===== src/rtl/dec_pipe_if.sv =====
// Handshake and decoded-bundle signals between the fetch side, the decode stage
// and the execute side.
interface dec_pipe_if #(
   parameter int INST_W = 20,
   parameter int OP_W   = 5,
   parameter int REG_W  = 5,
   parameter int CNT_W  = 16
);
   logic                     in_valid;
   logic                     in_ready;
   logic [INST_W-1:0]        inst;
   logic                     flush;
   logic                     out_valid;
   logic                     out_ready;
   logic [OP_W-1:0]          op;
   logic [REG_W-1:0]         rs;
   logic [REG_W-1:0]         rt;
   logic [REG_W-1:0]         rd;
   logic [INST_W-OP_W-1:0]   bamt;
   logic                     we_rf;
   logic                     we_dmem;
   logic                     is_load;
   logic [CNT_W-1:0]         stall_cnt;

   modport slave (
      input  in_valid, inst, flush, out_ready,
      output in_ready, out_valid, op, rs, rt, rd, bamt, we_rf, we_dmem, is_load, stall_cnt
   );

   modport master (
      output in_valid, inst, flush, out_ready,
      input  in_ready, out_valid, op, rs, rt, rd, bamt, we_rf, we_dmem, is_load, stall_cnt
   );
endinterface


===== src/rtl/dec_pipe.sv =====
// Registered instruction-decode stage: field extraction by class, one-entry output
// register with valid/ready, load-use stall, synchronous flush and stall counter.
module dec_pipe #(
   parameter int INST_W  = 20,
   parameter int OP_W    = 5,
   parameter int REG_W   = 5,
   parameter int OP_RMAX = 7,
   parameter int OP_RX   = 11,
   parameter int OP_LD   = 12,
   parameter int OP_ST   = 13,
   parameter int LD_LAT  = 1,
   parameter int CNT_W   = 16
) (
   input logic        clk,
   input logic        rst_n,
   dec_pipe_if.slave  bus
);
   localparam int B = INST_W - OP_W;
   localparam logic [OP_W-1:0] OPC_RMAX = OP_W'(OP_RMAX);
   localparam logic [OP_W-1:0] OPC_RX   = OP_W'(OP_RX);
   localparam logic [OP_W-1:0] OPC_LD   = OP_W'(OP_LD);
   localparam logic [OP_W-1:0] OPC_ST   = OP_W'(OP_ST);

   logic [OP_W-1:0]  op_in;
   logic [REG_W-1:0] f2, f1, f0;
   logic             cls_r, cls_ld, cls_st;

   logic [REG_W-1:0] d_rs, d_rt, d_rd;
   logic [B-1:0]     d_bamt;
   logic             d_we_rf, d_we_dmem, d_is_load;

   logic             src_hit, hz, in_ready_c, cap;

   logic             out_valid_q;
   logic [OP_W-1:0]  op_q;
   logic [REG_W-1:0] rs_q, rt_q, rd_q;
   logic [B-1:0]     bamt_q;
   logic             we_rf_q, we_dmem_q, is_load_q;
   logic [CNT_W-1:0] stall_cnt_q;
   logic [2:0]       hcnt;
   logic [REG_W-1:0] ld_rd;

   assign op_in  = bus.inst[INST_W-1 -: OP_W];
   assign f2     = bus.inst[3*REG_W-1:2*REG_W];
   assign f1     = bus.inst[2*REG_W-1:REG_W];
   assign f0     = bus.inst[REG_W-1:0];
   assign cls_r  = (op_in < OPC_RMAX) || (op_in == OPC_RX);
   assign cls_ld = (op_in == OPC_LD);
   assign cls_st = (op_in == OPC_ST);

   always_comb begin
      d_rs      = '0;
      d_rt      = '0;
      d_rd      = '0;
      d_bamt    = '0;
      d_we_rf   = 1'b0;
      d_we_dmem = 1'b0;
      d_is_load = 1'b0;
      if (cls_r) begin
         d_rd    = f2;
         d_rs    = f1;
         d_rt    = f0;
         d_we_rf = 1'b1;
      end else if (cls_ld) begin
         d_rd      = f2;
         d_rt      = f1;
         d_rs      = f0;
         d_we_rf   = 1'b1;
         d_is_load = 1'b1;
      end else if (cls_st) begin
         d_rs      = f2;
         d_rd      = f1;
         d_we_dmem = 1'b1;
      end else begin
         d_bamt = bus.inst[B-1:0];
      end
   end

   // Only the registers the instruction actually reads count; register 0 is compared too.
   always_comb begin
      src_hit = 1'b0;
      if (cls_r)
         src_hit = (d_rs == ld_rd) || (d_rt == ld_rd);
      else if (cls_ld)
         src_hit = (d_rs == ld_rd);
      else if (cls_st)
         src_hit = (d_rs == ld_rd) || (d_rd == ld_rd);
   end

   assign hz         = (hcnt != 3'd0) && bus.in_valid && src_hit;
   assign in_ready_c = (!out_valid_q || bus.out_ready) && !hz && !bus.flush;
   assign cap        = bus.in_valid && in_ready_c;

   always_ff @(posedge clk or negedge rst_n) begin
      if (!rst_n) begin
         out_valid_q <= 1'b0;
         op_q        <= '0;
         rs_q        <= '0;
         rt_q        <= '0;
         rd_q        <= '0;
         bamt_q      <= '0;
         we_rf_q     <= 1'b0;
         we_dmem_q   <= 1'b0;
         is_load_q   <= 1'b0;
         stall_cnt_q <= '0;
         hcnt        <= 3'd0;
         ld_rd       <= '0;
      end else begin
         // A flush cycle is not counted as a stall even if a hazard is present.
         if (bus.in_valid && hz && !bus.flush && (stall_cnt_q != '1))
            stall_cnt_q <= stall_cnt_q + 1'b1;
         if (bus.flush) begin
            out_valid_q <= 1'b0;
            hcnt        <= 3'd0;
         end else begin
            if (cap) begin
               out_valid_q <= 1'b1;
               op_q        <= op_in;
               rs_q        <= d_rs;
               rt_q        <= d_rt;
               rd_q        <= d_rd;
               bamt_q      <= d_bamt;
               we_rf_q     <= d_we_rf;
               we_dmem_q   <= d_we_dmem;
               is_load_q   <= d_is_load;
            end else if (bus.out_ready) begin
               out_valid_q <= 1'b0;
            end
            if (cap && d_is_load) begin
               ld_rd <= d_rd;
               hcnt  <= 3'(LD_LAT);
            end else if (hcnt != 3'd0) begin
               hcnt <= hcnt - 1'b1;
            end
         end
      end
   end

   assign bus.in_ready  = in_ready_c;
   assign bus.out_valid = out_valid_q;
   assign bus.op        = op_q;
   assign bus.rs        = rs_q;
   assign bus.rt        = rt_q;
   assign bus.rd        = rd_q;
   assign bus.bamt      = bamt_q;
   assign bus.we_rf     = we_rf_q;
   assign bus.we_dmem   = we_dmem_q;
   assign bus.is_load   = is_load_q;
   assign bus.stall_cnt = stall_cnt_q;
endmodule


===== src/flat_wrapper.sv =====
// flat-port wrapper written by rule: the top's interface ports become plain ports
module dec_pipe_flat 
#(
   parameter int INST_W  = 20,
   parameter int OP_W    = 5,
   parameter int REG_W   = 5,
   parameter int OP_RMAX = 7,
   parameter int OP_RX   = 11,
   parameter int OP_LD   = 12,
   parameter int OP_ST   = 13,
   parameter int LD_LAT  = 1,
   parameter int CNT_W   = 16
)
  (clk, rst_n, bus_in_valid, bus_inst, bus_flush, bus_out_ready, bus_in_ready, bus_out_valid, bus_op, bus_rs, bus_rt, bus_rd, bus_bamt, bus_we_rf, bus_we_dmem, bus_is_load, bus_stall_cnt);
  dec_pipe_if #(.INST_W(INST_W), .OP_W(OP_W), .REG_W(REG_W), .CNT_W(CNT_W)) bus_i ();
  input logic clk;
  input logic rst_n;
  input wire logic [$bits(bus_i.in_valid)-1:0] bus_in_valid;
  input wire logic [$bits(bus_i.inst)-1:0] bus_inst;
  input wire logic [$bits(bus_i.flush)-1:0] bus_flush;
  input wire logic [$bits(bus_i.out_ready)-1:0] bus_out_ready;
  output wire logic [$bits(bus_i.in_ready)-1:0] bus_in_ready;
  output wire logic [$bits(bus_i.out_valid)-1:0] bus_out_valid;
  output wire logic [$bits(bus_i.op)-1:0] bus_op;
  output wire logic [$bits(bus_i.rs)-1:0] bus_rs;
  output wire logic [$bits(bus_i.rt)-1:0] bus_rt;
  output wire logic [$bits(bus_i.rd)-1:0] bus_rd;
  output wire logic [$bits(bus_i.bamt)-1:0] bus_bamt;
  output wire logic [$bits(bus_i.we_rf)-1:0] bus_we_rf;
  output wire logic [$bits(bus_i.we_dmem)-1:0] bus_we_dmem;
  output wire logic [$bits(bus_i.is_load)-1:0] bus_is_load;
  output wire logic [$bits(bus_i.stall_cnt)-1:0] bus_stall_cnt;
  assign bus_i.in_valid = bus_in_valid;
  assign bus_i.inst = bus_inst;
  assign bus_i.flush = bus_flush;
  assign bus_i.out_ready = bus_out_ready;
  assign bus_in_ready = bus_i.in_ready;
  assign bus_out_valid = bus_i.out_valid;
  assign bus_op = bus_i.op;
  assign bus_rs = bus_i.rs;
  assign bus_rt = bus_i.rt;
  assign bus_rd = bus_i.rd;
  assign bus_bamt = bus_i.bamt;
  assign bus_we_rf = bus_i.we_rf;
  assign bus_we_dmem = bus_i.we_dmem;
  assign bus_is_load = bus_i.is_load;
  assign bus_stall_cnt = bus_i.stall_cnt;
  dec_pipe #(.INST_W(INST_W), .OP_W(OP_W), .REG_W(REG_W), .OP_RMAX(OP_RMAX), .OP_RX(OP_RX), .OP_LD(OP_LD), .OP_ST(OP_ST), .LD_LAT(LD_LAT), .CNT_W(CNT_W)) u_core (.clk(clk), .rst_n(rst_n), .bus(bus_i));
endmodule

===== config.mk =====
export PLATFORM = sky130hd
export DESIGN_NAME = dec_pipe_flat
export DESIGN_NICKNAME = d
export VERILOG_FILES = /design/src/rtl/dec_pipe_if.sv /design/src/rtl/dec_pipe.sv /design/src/flat_wrapper.sv
export SDC_FILE = /design/constraint.sdc
export NUM_CORES = 1
export LEC_CHECK = 0
export CAP_MARGIN = 0
export CORE_MARGIN = 2
export CORE_UTILIZATION = 53
export CTS_CLUSTER_DIAMETER = 80
export CTS_CLUSTER_SIZE = 12
export DETAILED_ROUTE_END_ITERATION = 12
export GPL_TIMING_DRIVEN = 0
export PLACE_DENSITY = 0.92
export REMOVE_ABC_BUFFERS = 1
export SYNTH_ARGS = -nofsm -noshare
export SYNTH_HDL_FRONTEND = slang
export SYNTH_SLANG_ARGS = --single-unit

===== constraint.sdc =====
create_clock -name clk -period 5.7 [get_ports clk]
set_input_delay 0.57 -clock clk [delete_from_list [all_inputs] [get_ports clk]]
set_output_delay 0.57 -clock clk [all_outputs]
set_load 0.01 [all_outputs]

==> results of run 1 <==
==> cells in the mapped netlist (all sizes together), types with 3 or more instances <==
| master | instances | area share [%] |
|---|---|---|
| a21oi | 6 | 0.92 |
| a22o | 19 | 5.1 |
| a31oi | 7 | 1.3 |
| and2 | 3 | 0.58 |
| and3 | 3 | 0.58 |
| buf | 13 | 2.6 |
| clkbuf | 4 | 0.46 |
| dfrtp | 63 | 48 |
| ha | 3 | 1.2 |
| inv | 9 | 1.0 |
| mux2 | 20 | 6.9 |
| mux2i | 9 | 2.8 |
| nand2 | 22 | 2.5 |
| nand2b | 7 | 1.3 |
| nand3 | 3 | 0.46 |
| nand4 | 5 | 0.96 |
| nor2 | 18 | 2.1 |
| nor3 | 5 | 1.1 |
| nor4 | 9 | 3.0 |
| nor4b | 4 | 1.1 |
| o32ai | 5 | 1.3 |
| or4 | 3 | 0.69 |
| xnor2 | 13 | 3.5 |
| xor2 | 15 | 4.0 |
==> area by class of cell <==
class	instances	area share, %
clock buffers	12	3.146
clock inverters	4	1.631
inverters	9	0.7865
multi-input cells	201	36.29
flip-flops and latches	63	36.70
well taps	75	2.185
repair buffers	82	19.25
==> final timing paths <==
kind	cells past startpoint	startpoint	end
worst max register to register	9	u_core.hcnt[0]	u_core.ld_rd[0]
max in group asynchronous	2	rst_n	u_core.bus.bamt[7]
worst max-delay path	9	bus_inst[15]	bus_in_ready
worst min register to register	1	u_core.bus.stall_cnt[8]	u_core.bus.stall_cnt[8]
worst min-delay path	1	rst_n	u_core.bus.bamt[10]
min in group clk	1	u_core.bus.stall_cnt[8]	u_core.bus.stall_cnt[8]
==> through the flow <==
stage	power (mW)	utilization, %	setup WS (ps)
global placement	0.8218	68.55	846.3
detailed placement	0.8364	69.08	750.2
finish	1.243	72.55	756.1
CTS	1.250	72.55	802.4
floorplan	0.6849	-	2450
global route	1.299	72.55	654.9
==> cell families after synthesis <==
kind of cell	after synthesis	share of synthesized area, %
AND/OR/NAND/NOR	91	16.72
flip-flops	63	48.31
AO/OA/AOI/OAI	50	12.58
multiplexers	29	9.663
XOR/XNOR	28	7.515
buffers and inverters	26	4.064
adder cells (fa/ha/maj)	3	1.150
==> state kept, by name, indices dropped and copies added, names as in the netlist <==
register	flops
u_core.bus.bamt	15
u_core.bus.is_load	1
u_core.bus.op	5
u_core.bus.out_valid	1
u_core.bus.rd	5
u_core.bus.rs	5
u_core.bus.rt	5
u_core.bus.stall_cnt	16
u_core.bus.we_dmem	1
u_core.bus.we_rf	1
u_core.hcnt	3
u_core.ld_rd	5
==> critical path, cell delays in order <==
cell and delay [ps]:
clkdlybuf4s50_1 920, nand2_1 180, o22a_1 230, a21oi_1 510, a22o_1 330, xor2_1 230
o211a_1 630, and2_1 220, clkdlybuf4s50_1 540
==> where the power goes <==
group	total [mW]	switching [mW]	internal, mW	leakage, nW
Clock	0.413	0.168	0.245	0.104
Sequential	0.535	0.0357	0.500	0.816
Combinational	0.295	0.134	0.161	0.944
Total	1.24	0.337	0.906	1.86
==> metal layers <==
layer	vias up	GRT usage, %
li1	1211	-
met1	1311	34.14
met2	99	42.18
met3	16	4.674
met4	0	12.50
met5	-	0
==> run_results.csv, run 1 <==
group,metric,value,unit
status,status,"finished, final reports clean",
cells_and_area,fill_cells,383,
floorplanning,die_y,82.47,um
sta,setup_viol,0,
sta,rsz0062_at_grt,"false",
synthesis,ys_seq_area_share,48.31,%
synthesis,synth_area,3263,um^2
cells_and_area,fin_nets,394,
global_route,grt_usage,26.16,%
cells_and_area,multi_input_area,1559,um^2
clocking,cts_tree,"yes",
synthesis,synth_seq_cells,63,
cells_and_area,drive_above_1_share,12.94,%
drt,viasPerCell,5.913,
drt,routedLengthMet1,3432,um
drt,drt-wirelength-per-cell,18.78,um
sta,min_period,4944,ps
sta,finalHoldViolations,0,
global_route,grt_pass1_wl,13300,um
sta,holdWs,256.8,ps
worst_setup_path,cp.arrival,4370,ps
worst_setup_path,worstSetupPathType,"in2out",
floorplanning,die_x,82.47,um
worst_setup_path,cp-start-kind,"input port",
pwr,power.density,289.5,nW/um^2
cells_and_area,seq_area,1577,um^2
run,drv_cap,0,
drt,met2_length,4256,um
synthesis,synth_cells,290,
placement,dp_hpwl,5840,um
cells_and_area,layout.cells.non_filler,446,
drt,dr.pass1.iters,4,
cells_and_area,n_antenna_cell,0,
worst_setup_path,worstPathMaxFanout,18,
sta,period_share,86.73,%
clocking,clockBufferDepth,2,
synthesis,synth_edf_count,0,
floorplanning,start_util,55.11,%
pwr,ir_worst_vdd,0.1541,mV
synthesis,synth_cell_types,49,
clocking,cts-hold-fix-buffers,0,
global_route,grt.overflow.total,0,
clocking,numCtsBuffers,9,
clocking,worstSkewPairLatency,350,ps
clocking,cts-root-buf,"clkbuf_8",
cells_and_area,layout_commonest_cell,"clkdlybuf4s50_1",
synthesis,ys_async_sr_fraction,100.0,%
drt,vias,2637,
drt,drtIter0Drc,278,
worst_setup_path,critPathRequiredTime,5130,ps
sta,relSlewSlack,18.11,%
drt,wl_met3,494,um
global_route,grt_max_degree,37,
sta,finalMaxSlewViolations,0,
floorplanning,dieArea,6800,um^2
synthesis,avgSynthCellArea,11.25,um^2
worst_setup_path,rrSetupSlack,2270,ps
clocking,post_cts_buffers,0,
sta,max_freq,202.3,MHz
cells_and_area,fin_area,4295,um^2
clocking,cts.sinks,63,
placement,place_inst,430,
floorplanning,pin_count,81,
global_route,grt_pass1_vias,2639,
clocking,cts_max_level,3,
cells_and_area,area_growth,31.63,%
drt,dr.max_layer_used,"met4",
sta,max_slew.worst_pin.slew,1228,ps
placement,place.gp.congestion,0.9097,
placement,placement.io_buffers,80,
global_route,antenna_found_initial,0,
drt,ant_nets,0,
drt,routed_wl,8375,um
floorplanning,core_area,5921,um^2
clocking,path_clk_slew,70,ps
placement,place_area,4090,um^2
sta,finClkSkew,10.08,ps
hold_path,hold_class,"in2async",
clocking,post_cts_resized,0,
cells_and_area,final_cell_mix,"79 x clkdlybuf4s50_1, 63 x dfrtp_1, 22 x nand2_1, 20 x mux2_2, 19 x a22o_1",
synthesis,ys_warn_count,0,
worst_setup_path,endpoint_kind,"output pin",
sta,setup-tns-final,0,ps
synthesis,ys.flop_type,"dfrtp_1",
drt,drc,0,
pwr,leakagePower,1.864,nW
floorplanning,row_count,28,
No activity file was read; power rests on OpenSTA's default activity.
==> inputs of run 2 (changes only) <==
- CORE_UTILIZATION: 53 -> 40
- PLACE_DENSITY: 0.92 -> 0.74
==> run_results.csv, run 2 (same netlist as run 1, synthesis figures left out) <==
group,metric,value,unit
status,status,"finished, final reports clean",
pwr,power.density,280.9,nW/um^2
cells_and_area,final_cell_mix,"79 x clkdlybuf4s50_1, 63 x dfrtp_1, 22 x nand2_1, 20 x mux2_2, 19 x a22o_1",
cells_and_area,area_growth,31.79,%
clocking,cts_max_level,3,
worst_setup_path,cp-start-kind,"input port",
sta,setup_viol,0,
global_route,grt.overflow.total,0,
placement,dp_hpwl,5545,um
worst_setup_path,worstPathMaxFanout,18,
worst_setup_path,critPathRequiredTime,5130,ps
worst_setup_path,r2r_cells,9,
global_route,top_usage_layer,"met2",
clocking,cts-root-buf,"clkbuf_8",
clocking,path_clk_slew,70,ps
placement,place_inst,456,
cells_and_area,largest_reg_flops,16,
drt,drt-wirelength-per-cell,16.60,um
cells_and_area,n_antenna_cell,0,
drt,vias,2562,
cells_and_area,drive_above_1_share,13.51,%
worst_setup_path,worstSetupPathType,"in2out",
global_route,grt_max_degree,64,
pwr,leakagePower,1.849,nW
sta,min_period,4832,ps
sta,finClkSkew,5.089,ps
floorplanning,row_count,32,
pwr,ir_worst_vdd,0.1801,mV
clocking,cts.sinks,63,
sta,finalHoldViolations,0,
sta,max_freq,207.0,MHz
hold_path,hold_class,"in2async",
clocking,cts-hold-fix-buffers,0,
global_route,grt_pass1_vias,2547,
floorplanning,die_x,94.32,um
floorplanning,core_area,7807,um^2
worst_setup_path,crit_slowest_cell,"clkdlybuf4s50_1",
floorplanning,pin_count,81,
drt,routed_wl,7834,um
cells_and_area,fin_nets,393,
sta,holdWs,290.0,ps
sta,finalMaxSlewViolations,0,
sta,rsz0062_at_grt,"false",
drt,viasPerCell,5.428,
worst_setup_path,cp_slowest_stage_delay,650,ps
cells_and_area,fin_area,4300,um^2
drt,drtIter0Drc,168,
floorplanning,die_y,94.32,um
sta,period_share,84.77,%
sta,max_slew.worst_pin.slew,1184,ps
clocking,clockBufferDepth,2,
global_route,use_met2,28.45,%
worst_setup_path,cp_common_cell,"clkdlybuf4s50_1",
cells_and_area,layout_commonest_cell,"clkdlybuf4s50_1",
run,drv_cap,0,
global_route,antenna_found_initial,0,
placement,place.gp.congestion,0.8342,
sta,relSlewSlack,21.08,%
pwr,finalPower,1.208,mW
worst_setup_path,endpoint_kind,"output pin",
worst_setup_path,worst-path-buf-inv,2,
worst_setup_path,crit_chain,"clkdlybuf4s50_1 -> nand4bb_1 -> nor2_1 -> a22o_1 -> xnor2_1 -> nand4_1 -> o211a_1 -> and2_1 -> clkdlybuf4s50_1",
floorplanning,start_util,41.79,%
drt,drc,0,
sta,setup-tns-final,0,ps
worst_setup_path,cp.depth,9,
clocking,worstSkewPairLatency,350,ps
global_route,grt_usage,18.94,%
clocking,post_cts_buffers,0,
clocking,cts_tree,"yes",
global_route,grtUsageMet3,3.772,%
global_route,grt_pass1_wl,12990,um
placement,placement.io_buffers,80,
cells_and_area,layout.cells.non_filler,472,
worst_setup_path,cp.arrival,4260,ps
clocking,numCtsBuffers,9,
floorplanning,dieArea,8896,um^2
placement,place_area,4103,um^2
drt,ant_nets,0,
drt,dr.pass1.iters,4,
clocking,post_cts_resized,0,
global_route,grt_use_met1,26.75,%
worst_setup_path,crit_family,"simple AND/OR/NAND/NOR gates",
[run 2: cell types whose count changed in the layout (fill, tap and decap cells not counted), sizes merged]
cell      delta
clkinv       +1
clkinvlp     +2
buf          -1
clkbuf       -2
bufinv       -1
[run 2: metal layers]
metal | share of wire (%) | up-vias
met5 | 0 | -
met4 | 1.8 | 0
met3 | 4.6 | 9
met2 | 46 | 61
met1 | 47 | 1288
li1 | - | 1204
[run 2: final cells by class]
class                   instances  area, um^2
fillers                       700        3507
flip-flops and latches         63        1577
multi-input cells             201        1559
repair buffers                 81       805.8
clock buffers                  10       137.6
well taps                     102       127.6
clock inverters                 6       60.06
inverters                       9       33.78
[run 2: report_power, final]
part           leakage (nW)  switching [mW]  internal (mW)
sequential            0.816          0.0343          0.499
clock                0.0981           0.176          0.211
combinational         0.935           0.128          0.160
total                  1.85           0.338          0.870
[run 2: worst paths after layout]
kind / startpoint / to / slack (ps)
worst max-delay path: bus_inst[19] / bus_in_ready / 870
worst min-delay path: rst_n / u_core.bus.stall_cnt[4] / 290
worst max register to register: u_core.hcnt[0] / u_core.ld_rd[0] / 2310
worst min register to register: u_core.bus.is_load / u_core.bus.is_load / 480
max in group asynchronous: rst_n / u_core.bus.bamt[13] / 4880
min in group clk: u_core.bus.is_load / u_core.bus.is_load / 480
[run 2: through the flow]
stage	utilization, %	worst slack (ps)
after CTS	55.08	878.4
final	55.08	868.3
after global placement	52.42	749.5
after global routing	55.08	644.7
after floorplan	-	2450
after detailed placement	52.55	744.2
==> inputs of run 3 (changes only) <==
- clock period: 5.7 -> 4.75 ns (I/O delays scaled with it)
==> run_results.csv, run 3 (same netlist as run 1, synthesis figures left out) <==
group,metric,value,unit
cells_and_area,seq_area,1577,um^2
sta,min_period,4500,ps
clocking,worstSkewPairLatency,350,ps
pwr,pwr-share-seq,44.1,%
pwr,ir_worst_vdd,0.2169,mV
hold_path,hold_class,"in2async",
worst_setup_path,rrSetupSlack,1380,ps
worst_setup_path,cp_slowest_stage_delay,650,ps
worst_setup_path,cp-start-kind,"input port",
worst_setup_path,r2r_cells,9,
cells_and_area,final_cell_mix,"79 x clkdlybuf4s50_1, 63 x dfrtp_1, 22 x nand2_1, 20 x mux2_2, 19 x a22o_1",
cells_and_area,drive_above_1_share,13.78,%
cells_and_area,fill_cells,700,
floorplanning,dieArea,8896,um^2
clocking,cts.sinks,63,
placement,place.gp.congestion,0.8342,
sta,max_freq,222.2,MHz
drt,drt-wirelength-per-cell,16.62,um
sta,period_share,94.73,%
worst_setup_path,r2r-end,"u_core.ld_rd[3]",
floorplanning,start_util,41.79,%
global_route,grt.overflow.total,0,
pwr,leakagePower,1.849,nW
clocking,post_cts_buffers,0,
clocking,clockBufferDepth,2,
sta,relSlewSlack,20.88,%
sta,max_slew.worst_pin.slew,1187,ps
pwr,p_clk_share,32.1,%
clocking,path_clk_slew,70,ps
placement,dp_hpwl,5545,um
cells_and_area,fin_util,55.08,%
cells_and_area,multi_input_area,1559,um^2
drt,viasPerCell,5.441,
floorplanning,die_y,94.32,um
global_route,grt_pass1_vias,2547,
sta,finClkSkew,6.281,ps
drt,dr.pass1.iters,4,
floorplanning,core_area,7807,um^2
drt,routed_wl,7844,um
worst_setup_path,endpoint_kind,"output pin",
worst_setup_path,worstSetupPathType,"in2out",
pwr,combPwrFrac,23.8,%
floorplanning,row_count,32,
worst_setup_path,crit_end,"bus_in_ready",
run,drv_cap,0,
placement,place_inst,456,
sta,setup_viol,0,
clocking,cts-root-buf,"clkbuf_8",
sta,finalHoldViolations,0,
global_route,grt_usage,18.94,%
clocking,cts_max_level,3,
cells_and_area,area_growth,31.79,%
worst_setup_path,cp_common_cell,"clkdlybuf4s50_1",
cells_and_area,layout.cells.non_filler,472,
pwr,power.density,337.7,nW/um^2
cells_and_area,largest_reg_flops,16,
floorplanning,die_x,94.32,um
worst_setup_path,crit_chain,"clkdlybuf4s50_1 -> nand4bb_1 -> nor2_1 -> a22o_1 -> xnor2_1 -> nand4_1 -> o211a_2 -> and2_1 -> clkdlybuf4s50_1",
clocking,cts_tree,"yes",
placement,placement.io_buffers,80,
worst_setup_path,worst-path-buf-inv,2,
worst_setup_path,crit_family,"simple AND/OR/NAND/NOR gates",
sta,finalMaxSlewViolations,0,
cells_and_area,layout_commonest_cell,"clkdlybuf4s50_1",
worst_setup_path,cp.depth,9,
global_route,antenna_found_initial,0,
drt,drtIter0Drc,189,
global_route,grt_max_degree,64,
pwr,p_switching,0.4075,mW
worst_setup_path,r2r_start,"u_core.hcnt[0]",
drt,ant_nets,0,
floorplanning,pin_count,81,
drt,vias,2568,
worst_setup_path,worstPathMaxFanout,18,
worst_setup_path,cp.arrival,4020,ps
worst_setup_path,crit_slowest_cell,"clkdlybuf4s50_1",
global_route,grt_pass1_wl,12990,um
drt,drc,0,
clocking,numCtsBuffers,9,
clocking,cts-hold-fix-buffers,0,
cells_and_area,fin_nets,393,
pwr,intPower,1.045,mW
worst_setup_path,crit_start,"bus_inst[19]",
pwr,finalPower,1.452,mW
status,status,"finished, final reports clean",
cells_and_area,n_antenna_cell,0,
sta,rsz0062_at_grt,"false",
pwr,sw_frac_of_total,28.06,%
worst_setup_path,critPathRequiredTime,4280,ps
## run 3: repair_timing
action / in CTS / in global routing
setup endpoints to repair: 0 / 1
endpoints found under the hold margin: 0 / 0
resized for setup: 0 / 1
## run 3: power groups by stage
stage                     sequential [mW]  clock, mW  combinational (mW)
after floorplan                     0.667          0               0.154
after global placement              0.648          0               0.342
after detailed placement            0.650          0               0.348
after CTS                           0.640      0.475               0.350
after global routing                0.648      0.506               0.381
final                               0.640      0.467               0.345
## run 3: worst min-delay path by stage
stage	start	slack (ps)	endpoint	depth (start not counted)
3_3_place_gp	u_core.bus.is_load	480	u_core.bus.is_load	1
4_1_cts	rst_n	240	u_core.bus.stall_cnt[2]	1
5_1_grt	rst_n	270	u_core.bus.stall_cnt[7]	1
6_report	rst_n	190	u_core.bus.stall_cnt[3]	1
2_1_floorplan	rst_n	180	u_core.bus.bamt[0]	0
3_5_place_dp	u_core.bus.is_load	470	u_core.bus.is_load	1
## run 3: through the flow
stage | area [um^2] | hold slack (ps) | setup TNS, ps | setup WS [ps]
final | 4300 | 194.8 | 0 | 250.5
after global routing | 4300 | 269.6 | 0 | 28.85
after CTS | 4300 | 235.2 | 0 | 118.4
after detailed placement | 4103 | 468.4 | -214.9 | -110.8
after global placement | 4093 | 475.7 | -207.6 | -105.5
after floorplan | 3164 | 179.4 | 0 | 1595
## run 3: metal layers
metal	share of wire, %	up-vias	wire length, um	track usage, %
li1	-	1207	-	-
met1	47	1289	3683	26.75
met2	47	63	3657	28.45
met3	4.6	9	362	3.772
met4	1.8	0	141	7.971
met5	0	-	0	0
## run 3: layout make-up
type,count,share of cell area [%]
repair buffers,81,18.74
clock buffers,10,3.200
flip-flops and latches,63,36.66
well taps,102,2.968
clock inverters,6,1.397
multi-input cells,201,36.25
inverters,9,0.7856
